==> config.mk <==
export PLATFORM = sky130hd
export DESIGN_NAME = mem_sram_port
export DESIGN_NICKNAME = d
export VERILOG_FILES = /design/src/rtl/mem_sram_port.sv
export SDC_FILE = /design/constraint.sdc
export NUM_CORES = 1
export LEC_CHECK = 0
export ABC_AREA = 1
export BUFFER_PORTS_ARGS = -buffer_cell sky130_fd_sc_hd__buf_4
export CAP_MARGIN = 15
export CORE_ASPECT_RATIO = 1.2
export CORE_MARGIN = 1.5
export CORE_UTILIZATION = 35
export CTS_CLUSTER_SIZE = 30
export DETAILED_ROUTE_END_ITERATION = 7
export SLEW_MARGIN = 10
export SYNTH_ARGS = -nofsm -noshare
export SYNTH_HDL_FRONTEND = slang
export SYNTH_SLANG_ARGS = --single-unit
==> constraint.sdc <==
create_clock -name ph1 -period 2.3 [get_ports ph1]
set_input_delay 0.23 -clock ph1 [delete_from_list [all_inputs] [get_ports ph1]]
set_output_delay 0.23 -clock ph1 [all_outputs]
set_load 0.03 [all_outputs]
==> src/rtl/mem_sram_port.sv <==
// Single-port asynchronous SRAM controller: registers one request from the cache
// controller and sequences SETUP / ACCESS (WAIT+1 cycles) / DONE with registered strobes.
module mem_sram_port #(
    parameter int unsigned WAIT = 2
) (
    input  logic        ph1,
    input  logic        ph2,
    input  logic        reset,
    input  logic [26:0] adr,
    input  logic [31:0] wdata,
    input  logic [3:0]  byteen,
    input  logic        rwb,
    input  logic        en,
    output logic [31:0] rdata,
    output logic        done,
    output logic        busy,
    output logic [26:0] sram_adr,
    output logic [31:0] sram_dq_o,
    output logic        sram_dq_oe,
    input  logic [31:0] sram_dq_i,
    output logic        sram_ce_n,
    output logic        sram_oe_n,
    output logic        sram_we_n,
    output logic [3:0]  sram_be_n
);

    localparam int unsigned ADR_W  = 27;
    localparam int unsigned DATA_W = 32;
    localparam int unsigned BE_W   = 4;
    localparam int unsigned CNT_W  = 4;

    typedef enum logic [1:0] {
        ST_IDLE,
        ST_SETUP,
        ST_ACCESS,
        ST_DONE
    } state_e;

    state_e              state_q, state_d;
    logic [CNT_W-1:0]    cnt_q, cnt_d;
    logic [ADR_W-1:0]    adr_q, adr_d;
    logic [DATA_W-1:0]   wdata_q, wdata_d;
    logic [BE_W-1:0]     byteen_q, byteen_d;
    logic                rwb_q, rwb_d;
    logic [DATA_W-1:0]   rdata_q, rdata_d;
    logic                done_q, done_d;
    logic                busy_q, busy_d;
    logic                ce_n_q, ce_n_d;
    logic                oe_n_q, oe_n_d;
    logic                we_n_q, we_n_d;
    logic                dq_oe_q, dq_oe_d;
    logic [BE_W-1:0]     be_n_q, be_n_d;
    logic [BE_W-1:0]     be_lanes_c;

    // ph2 exists only to pair with ph1 at the pad ring
    logic unused_ph2;
    assign unused_ph2 = ph2;

    // State, request and registered-output flops
    always_ff @(posedge ph1 or negedge reset) begin
        if (!reset) begin
            state_q  <= ST_IDLE;
            cnt_q    <= '0;
            adr_q    <= '0;
            wdata_q  <= '0;
            byteen_q <= '0;
            rwb_q    <= 1'b1;
            rdata_q  <= '0;
            done_q   <= 1'b0;
            busy_q   <= 1'b0;
            ce_n_q   <= 1'b1;
            oe_n_q   <= 1'b1;
            we_n_q   <= 1'b1;
            dq_oe_q  <= 1'b0;
            be_n_q   <= '1;
        end else begin
            state_q  <= state_d;
            cnt_q    <= cnt_d;
            adr_q    <= adr_d;
            wdata_q  <= wdata_d;
            byteen_q <= byteen_d;
            rwb_q    <= rwb_d;
            rdata_q  <= rdata_d;
            done_q   <= done_d;
            busy_q   <= busy_d;
            ce_n_q   <= ce_n_d;
            oe_n_q   <= oe_n_d;
            we_n_q   <= we_n_d;
            dq_oe_q  <= dq_oe_d;
            be_n_q   <= be_n_d;
        end
    end

    // Next state, request capture, wait counter and read-data capture
    always_comb begin
        state_d  = state_q;
        cnt_d    = cnt_q;
        adr_d    = adr_q;
        wdata_d  = wdata_q;
        byteen_d = byteen_q;
        rwb_d    = rwb_q;
        rdata_d  = rdata_q;
        case (state_q)
            ST_IDLE: begin
                if (en) begin
                    adr_d    = adr;
                    wdata_d  = wdata;
                    byteen_d = byteen;
                    rwb_d    = rwb;
                    state_d  = ST_SETUP;
                end
            end
            ST_SETUP: begin
                cnt_d   = CNT_W'(WAIT);
                state_d = ST_ACCESS;
            end
            ST_ACCESS: begin
                if (cnt_q == '0) begin
                    state_d = ST_DONE;
                    if (rwb_q) begin
                        rdata_d = sram_dq_i;
                    end
                end else begin
                    cnt_d = cnt_q - CNT_W'(1);
                end
            end
            ST_DONE: begin
                state_d = ST_IDLE;
            end
            default: begin
                state_d = ST_IDLE;
            end
        endcase
    end

    // Strobe decode from the upcoming state so every pad output comes straight from a flop
    always_comb begin
        be_lanes_c = rwb_d ? '0 : ~byteen_d;
        busy_d     = (state_d != ST_IDLE);
        done_d     = (state_d == ST_DONE);
        ce_n_d     = 1'b1;
        oe_n_d     = 1'b1;
        we_n_d     = 1'b1;
        dq_oe_d    = 1'b0;
        be_n_d     = '1;
        case (state_d)
            ST_SETUP: begin
                ce_n_d  = 1'b0;
                dq_oe_d = !rwb_d;
                be_n_d  = be_lanes_c;
            end
            ST_ACCESS: begin
                ce_n_d  = 1'b0;
                oe_n_d  = !rwb_d;
                we_n_d  = !(!rwb_d && (byteen_d != '0));
                dq_oe_d = !rwb_d;
                be_n_d  = be_lanes_c;
            end
            ST_DONE: begin
                dq_oe_d = !rwb_d;
                be_n_d  = be_lanes_c;
            end
            default: begin
                be_n_d = '1;
            end
        endcase
    end

    assign rdata      = rdata_q;
    assign done       = done_q;
    assign busy       = busy_q;
    assign sram_adr   = adr_q;
    assign sram_dq_o  = wdata_q;
    assign sram_dq_oe = dq_oe_q;
    assign sram_ce_n  = ce_n_q;
    assign sram_oe_n  = oe_n_q;
    assign sram_we_n  = we_n_q;
    assign sram_be_n  = be_n_q;

endmodule

# Word-level counts from Yosys, hierarchy flattened
# Index checks and enable logic that the tools add are counted.
totals:
  reg_bits: 112
  output_inout_bits: 101
classes:
  add_sub_neg: 1
  n_eq_ne: 7
  muxes: 15
  bitwise: 1
  n_reduce_logical: 13
ops:
  columns: ["operator", "n"]
  rows:
  - ["4-bit two-way mux", 5]
  - ["2-bit == test (second input constant)", 4]
  - ["2-bit case mux with 4 select lines", 1]
  - ["4-bit case mux with 2 select lines", 1]
  - ["1-bit two-way mux", 6]
  - ["2-bit by 1-bit == test with 1-bit output (second input constant)", 2]
  - ["4-bit logical NOT", 1]
  - ["2-bit two-way mux", 2]
  - ["4-bit NOT", 1]
  - ["2-bit AND reduction", 2]
  - ["2-bit nonzero test", 2]
  - ["4-bit nonzero test", 1]
  - ["4-bit by 1-bit subtractor with 4-bit output (second input constant)", 1]
  - ["3-bit AND reduction", 1]
  - ["3-bit OR reduction", 1]
  - ["1-bit logical NOT", 2]
  - ["2-bit logical NOT", 1]
  - ["2-bit inequality test (second input constant)", 1]
  - ["2-bit OR reduction", 1]
  - ["1-bit logical AND", 1]

# Logic depth before layout (Yosys ltp)
depth:
  ltp_word: 6
  ltp_mapped: 11

# Worst setup path after synthesis
# Ideal clock, no wire load.
synth_timing:
  path_kind: "flip-flop to flip-flop"
  start: "reg cnt_q[0]"
  end: "reg be_n_q[0] (netlist: sram_be_n[0])"
  setup_time_ps: 88
  arrival_time_ps: 1473
  required_ps: 2212
  path_slack_ps: 740
  stages_incl_launch_ff: 11
  synth_period_minus_slack_ps: 1560
  path_cell_list: "dfrtp_1 > inv_1 > ha_1 > nand2_1 > nand2_1 > nand3_1 > o21ai_0 > inv_1 > ha_1 > inv_1 > o21ai_0"
synth_via:
  elab_chain_cells: 6
  word_cells_on_any_way: 8
  cone_classes: "eq/ne: 3; mux: 3; reduce/logical: 2"
synth_rtl:
  columns: ["element", "line_no", "text"]
  rows:
  - ["start: declaration", "40", "logic [CNT_W-1:0] cnt_q, cnt_d;"]
  - ["start signal: assignment", "78", "cnt_q <= cnt_d;"]
  - ["4-bit logical NOT *", "118", "if (cnt_q == '0) begin"]
  - ["2-bit two-way mux *", "118", null]
  - ["2-bit case mux with 4 select lines *", "103", "case (state_q)"]
  - ["net state_d[0]", "39", "state_e state_q, state_d;"]
  - ["2-bit == test / 2-bit by 1-bit == test with 1-bit output (equally long branches)", "146", "case (state_d)"]
  - ["3-bit OR reduction (no source line) *", null, null]
  - ["4-bit two-way mux *", "146", null]
  - ["net be_n_d[0]", "52", "logic [BE_W-1:0] be_n_q, be_n_d;"]
  - ["end signal: assignment", "90", "be_n_q <= be_n_d;"]
  - ["end: declaration", "52", null]
# Mark *: on every way through the listed nets, which the timed path passes. The rest lies on a longest branch.
# A chain may end at the register's enable or synchronous reset.

# Worst setup path after layout
layout_timing:
  start: "reg state_q[0]"
  end: "reg be_n_q[1] (netlist: sram_be_n[1])"
layout_via:
  elab_chain_cells: 5
  word_cells_on_any_way: 16
  cone_classes: "eq/ne: 6; mux: 7; bitwise: 1; reduce/logical: 2"
layout_rtl:
  columns: ["element", "line_no", "text"]
  rows:
  - ["start: declaration", "39", null]
  - ["start signal: assignment", "77", "state_q <= state_d;"]
  - ["2-bit == test, or another cell as far along", "103", null]
  - ["2-bit case mux with 4 select lines *", "103", null]
  - ["net state_d[0]", "39", null]
  - ["2-bit == test / 2-bit by 1-bit == test with 1-bit output (equally long branches)", "146", null]
  - ["3-bit OR reduction (no source line) *", null, null]
  - ["4-bit two-way mux *", "146", null]
  - ["net be_n_d[1]", "52", null]
# Marked as above.

==> results by stage <==
Outcome:
- The flow ran to the end, and the final reports show no timing, DRC or antenna violations.

STA:
- The total negative slack is 0 ns.
- In this run the tightest slew margin relative to its limit is 0.634.
- Setup repair after global routing left no endpoint under its margin.
- The final-layout worst hold slack is roughly 0.11 ns.
- The number of pins with negative max-slew slack in the final report was 0.
- Based on the critical path, the design can be clocked at up to 0.534 GHz.
- The share of the cycle needed by the critical path after routing is 0.813.
- The final number of hold-violating endpoints is 0.
- The final critical delay including setup and external delays is between 1.5 and 2 ns.
- The count of final setup violators is 0.
- The transition at the pin with the smallest max-transition slack is ~0.54 ns.
- The post-route clock skew is around 0.013 ns.

Clock network:
- The clock latency of the later-clocked register in the worst-skew pair is 0.35 ns.
- TritonCTS built the clock tree.
- Buffers inserted during clock tree synthesis total 9.
- The post-cts repair resize count is 0.
- Clock-pin slew was measured on the worst setup and hold paths at roughly 0.080 ns.
- The root buffer cell chosen for the clock tree is sky130_fd_sc_hd__clkbuf_16.
- CTS built an H-tree with a depth of 3.
- Counting every sink on the clock net gives around 110.
- The longest clock path from root to sink contains 2 buffers.

Final layout:
- The multi-input combinational cell area is around 1300 µm².
- The flip-flop and latch area is roughly 2800 µm².
- The final layout contains around 670 nets.
- The most common cell after layout, fill and taps aside is sky130_fd_sc_hd__buf_4.
- The layout has ~1.1k filler cells.
- The repair_antennas step left the layout with diodes totalling 0.
- The layout cell share with drive strength beyond 1 is 0.518.
- Leaving out fill and tap cells, the most frequent cells in the layout are sky130_fd_sc_hd__buf_4, sky130_fd_sc_hd__dfrtp_1, sky130_fd_sc_hd__mux2_2.
- The area growth from synthesis to final layout is 45.0%.
- The summed area of non-filler cells in the final layout is about 6500 µm².

Power:
- The switching share of total power is 0.412.
- Power spread over the standard cell area amounts to between 1500 and 2000 nW/µm².
- The power consumption is between 0.01 and 0.015 W.
- The internal portion of the total power is around 0.0062 W.
- The sequential cell fraction of total power is 0.329.
- The share of total power in the clock network is 0.167.
- In this run the power spent charging and discharging nets is approximately 0.0044 W.
- The analysis attributes to cell leakage a power of ~3.3 nW.
- Of the total power, combinational logic draws 0.504.
- VDD sags by at most 0.000765 V.

Critical path:
- By instance count, the cell type seen most on the critical path is sky130_fd_sc_hd__inv_1.
- Along the worst path, the maximum fanout reaches 8.
- The maximum single-stage delay on the critical path is roughly 0.40 ns.
- Traced cell by cell, the critical path runs through inv_1, ha_1, nand3_1, o21ai_0, inv_1, ha_1, inv_1, o21ai_0.
- At the worst endpoint, the required time is around 2.6 ns.
- The type of element launching the critical path is a flip-flop.
- For the worst setup path, the data arrival time is between 2 and 2.5 ns.
- The cell with the biggest individual delay on the critical path is sky130_fd_sc_hd__dfrtp_1.
- In this design, the largest share of critical-path delay is due to adder cells.
- In this run the worst setup path begins at state_q[0]$_DFF_PN0_.
- The setup path with the least slack is of type reg -> reg.
- Together, buffers and inverters on the worst path number 3.
- The worst setup path is captured at a flip-flop.
- The reg2reg setup slack is 0.43 ns.
- The reg-to-reg critical path startpoint is state_q[0]$_DFF_PN0_.

Yosys:
- The number of storage elements in the synthesis netlist is 112.
- Counting every instance in the synthesized netlist gives between 300 and 400.
- The number of different library cells in the post-synthesis netlist is 21.
- The cell area that synthesis handed to floorplanning was 4450 µm².
- The synthesized netlist net count is 467.
- The register area share after synthesis is 0.632.
- Yosys printed 0 warnings.
- The average instance area after synthesis is 12.5 µm².

Worst hold path:
- The startpoint of the worst hold path is wdata[31].
- The worst hold path belongs to the class in -> reg.

Route:
- The starting DRC count in detailed routing is 83.
- The routed layout has roughly 3.2k vias.
- The total wire length after detailed routing is about 10 mm.
- The number of vias per cell after detailed routing is between 4 and 5.
- Dividing the detail-routed wire length by the instance count gives 14.4 µm.
- The first detailed-routing pass took 4 iterations.
- The number of nets still failing antenna checks after routing is 0.
- After detailed routing, the number of remaining DRC violations is 0.

Placement:
- After detailed placement, the total cell area comes to between 6000 and 7000 µm².
- Buffers placed on the I/O ports in this run total slightly below 200.
- The total half-perimeter wirelength after legalization and detailed placement is roughly 8.1 mm.
- At the end of routability-driven placement, the weighted congestion stood at between 0.7 and 0.8.

Global routing:
- The met3 usage in global routing is 0.0252.
- Summed over all layers, the global routing overflow is 0.
- The most crowded layer after global routing is met2.
- For met2 alone, demand over resource in global routing was 0.287.
- For this run, global-route usage on met1 was measured as 0.179.
- The number of global-route vias before repair was roughly 3.3k.
- The global-route wire length before repair is roughly 17 mm.
- The maximum number of pins on one net before global-route repair is 65.
- The total global-route track usage is 0.160.
- The initial antenna violation count was 0.

Floorplanning:
- For this configuration, the core starts out at a cell density of 0.363.
- The die is around 110 µm wide.
- The core footprint is about 12,000 µm².
- The die covers around 13,000 µm².
- The number of cell rows is between 40 and 50.
- The count of pins on the block boundary is between 200 and 250.
- The overall die height is 127 µm.

Run:
- The tool flagged a number of max-cap violations equal to 0.
synth_stat cells, drive strengths merged:
cell / instances / share of area
nand3: 10 / 0.011
mux2: 59 / 0.15
nor3: 1 / 0.0011
a21oi: 1 / 0.0011
o21bai: 1 / 0.0017
dfrtp: 104 / 0.58
dfstp: 8 / 0.047
buf: 14 / 0.028
nor2: 8 / 0.0073
o21ai: 40 / 0.045
nand2: 54 / 0.048
nand4: 1 / 0.0048
or2: 1 / 0.0014
ha: 10 / 0.028
inv: 45 / 0.038
per-stage QoR:
step / util / worst slack [ns] / std cells
global placement: 0.497 / 0.510 / 710
global route: 0.526 / 0.223 / 727
floorplan: - / 0.740 / 357
CTS: 0.526 / 0.409 / 727
finish: 0.526 / 0.429 / 727
detailed placement: 0.497 / 0.412 / 710
logic make-up after synthesis:
kind of cell / synth area share
AO/OA/AOI/OAI: 0.0478
flip-flops: 0.632
AND/OR/NAND/NOR: 0.0736
multiplexers: 0.153
adder cells (fa/ha/maj): 0.0281
buffers and inverters: 0.0663
path summary, 6_finish.rpt:
| check | cells after the start | end |
|---|---|---|
| worst min-delay path | 2 | sram_dq_o[31]$_DFFE_PN0P_ |
| max in group asynchronous | 3 | sram_adr[15]$_DFFE_PN0P_ |
| worst min register to register | 2 | byteen_q[1]$_DFF_PN0_ |
| min in group asynchronous | 2 | sram_dq_o[4]$_DFFE_PN0P_ |
| worst max-delay path | 8 | sram_be_n[1]$_DFF_PN1_ |
| worst max register to register | 8 | sram_be_n[1]$_DFF_PN1_ |
timing repair:
action,4_1_cts,5_1_grt
hold buffers,1,0
endpoints found under the hold margin,30,0
buffers inserted,0,0
metal layers:
metal / part of all wire / up-vias
li1: - / 1559
met5: 0 / -
met4: 0.047 / 0
met1: 0.38 / 1543
met3: 0.042 / 29
met2: 0.53 / 115
state kept, by name, summed over array words and instances (netlist names), 2 cells and up:
register,flops
byteen_q,4
rdata,32
sram_adr,27
sram_be_n,4
cnt_q,4
sram_dq_o,32
state_q,2
area by class of cell:
type	instances	area share
tap	161	0.0312
inverter	45	0.0262
clock inverter	6	0.0180
sequential	112	0.436
clock buffer	10	0.0355
timing repair buffer	207	0.245
multi-input combinational	186	0.208
worst reg2reg max path: stages, from the launching register on:
cell and delay [ns]:
sky130_fd_sc_hd__dfrtp_1 0.40, sky130_fd_sc_hd__inv_1 0.14, sky130_fd_sc_hd__ha_1 0.36, sky130_fd_sc_hd__nand3_1 0.11
sky130_fd_sc_hd__o21ai_0 0.18, sky130_fd_sc_hd__inv_1 0.16, sky130_fd_sc_hd__ha_1 0.24, sky130_fd_sc_hd__inv_1 0.10
sky130_fd_sc_hd__o21ai_0 0.10
power by group through the flow:
stage | Combinational [W] | Clock [W] | Sequential (W)
2_1_floorplan | 0.00158 | 0 | 0.00531
3_3_place_gp | 0.00535 | 0 | 0.00349
3_5_place_dp | 0.00541 | 0 | 0.00354
4_1_cts | 0.00542 | 0.00183 | 0.00351
5_1_grt | 0.00572 | 0.00190 | 0.00363
6_report | 0.00534 | 0.00177 | 0.00349
Note: power is estimated with default switching activity, not from simulation.
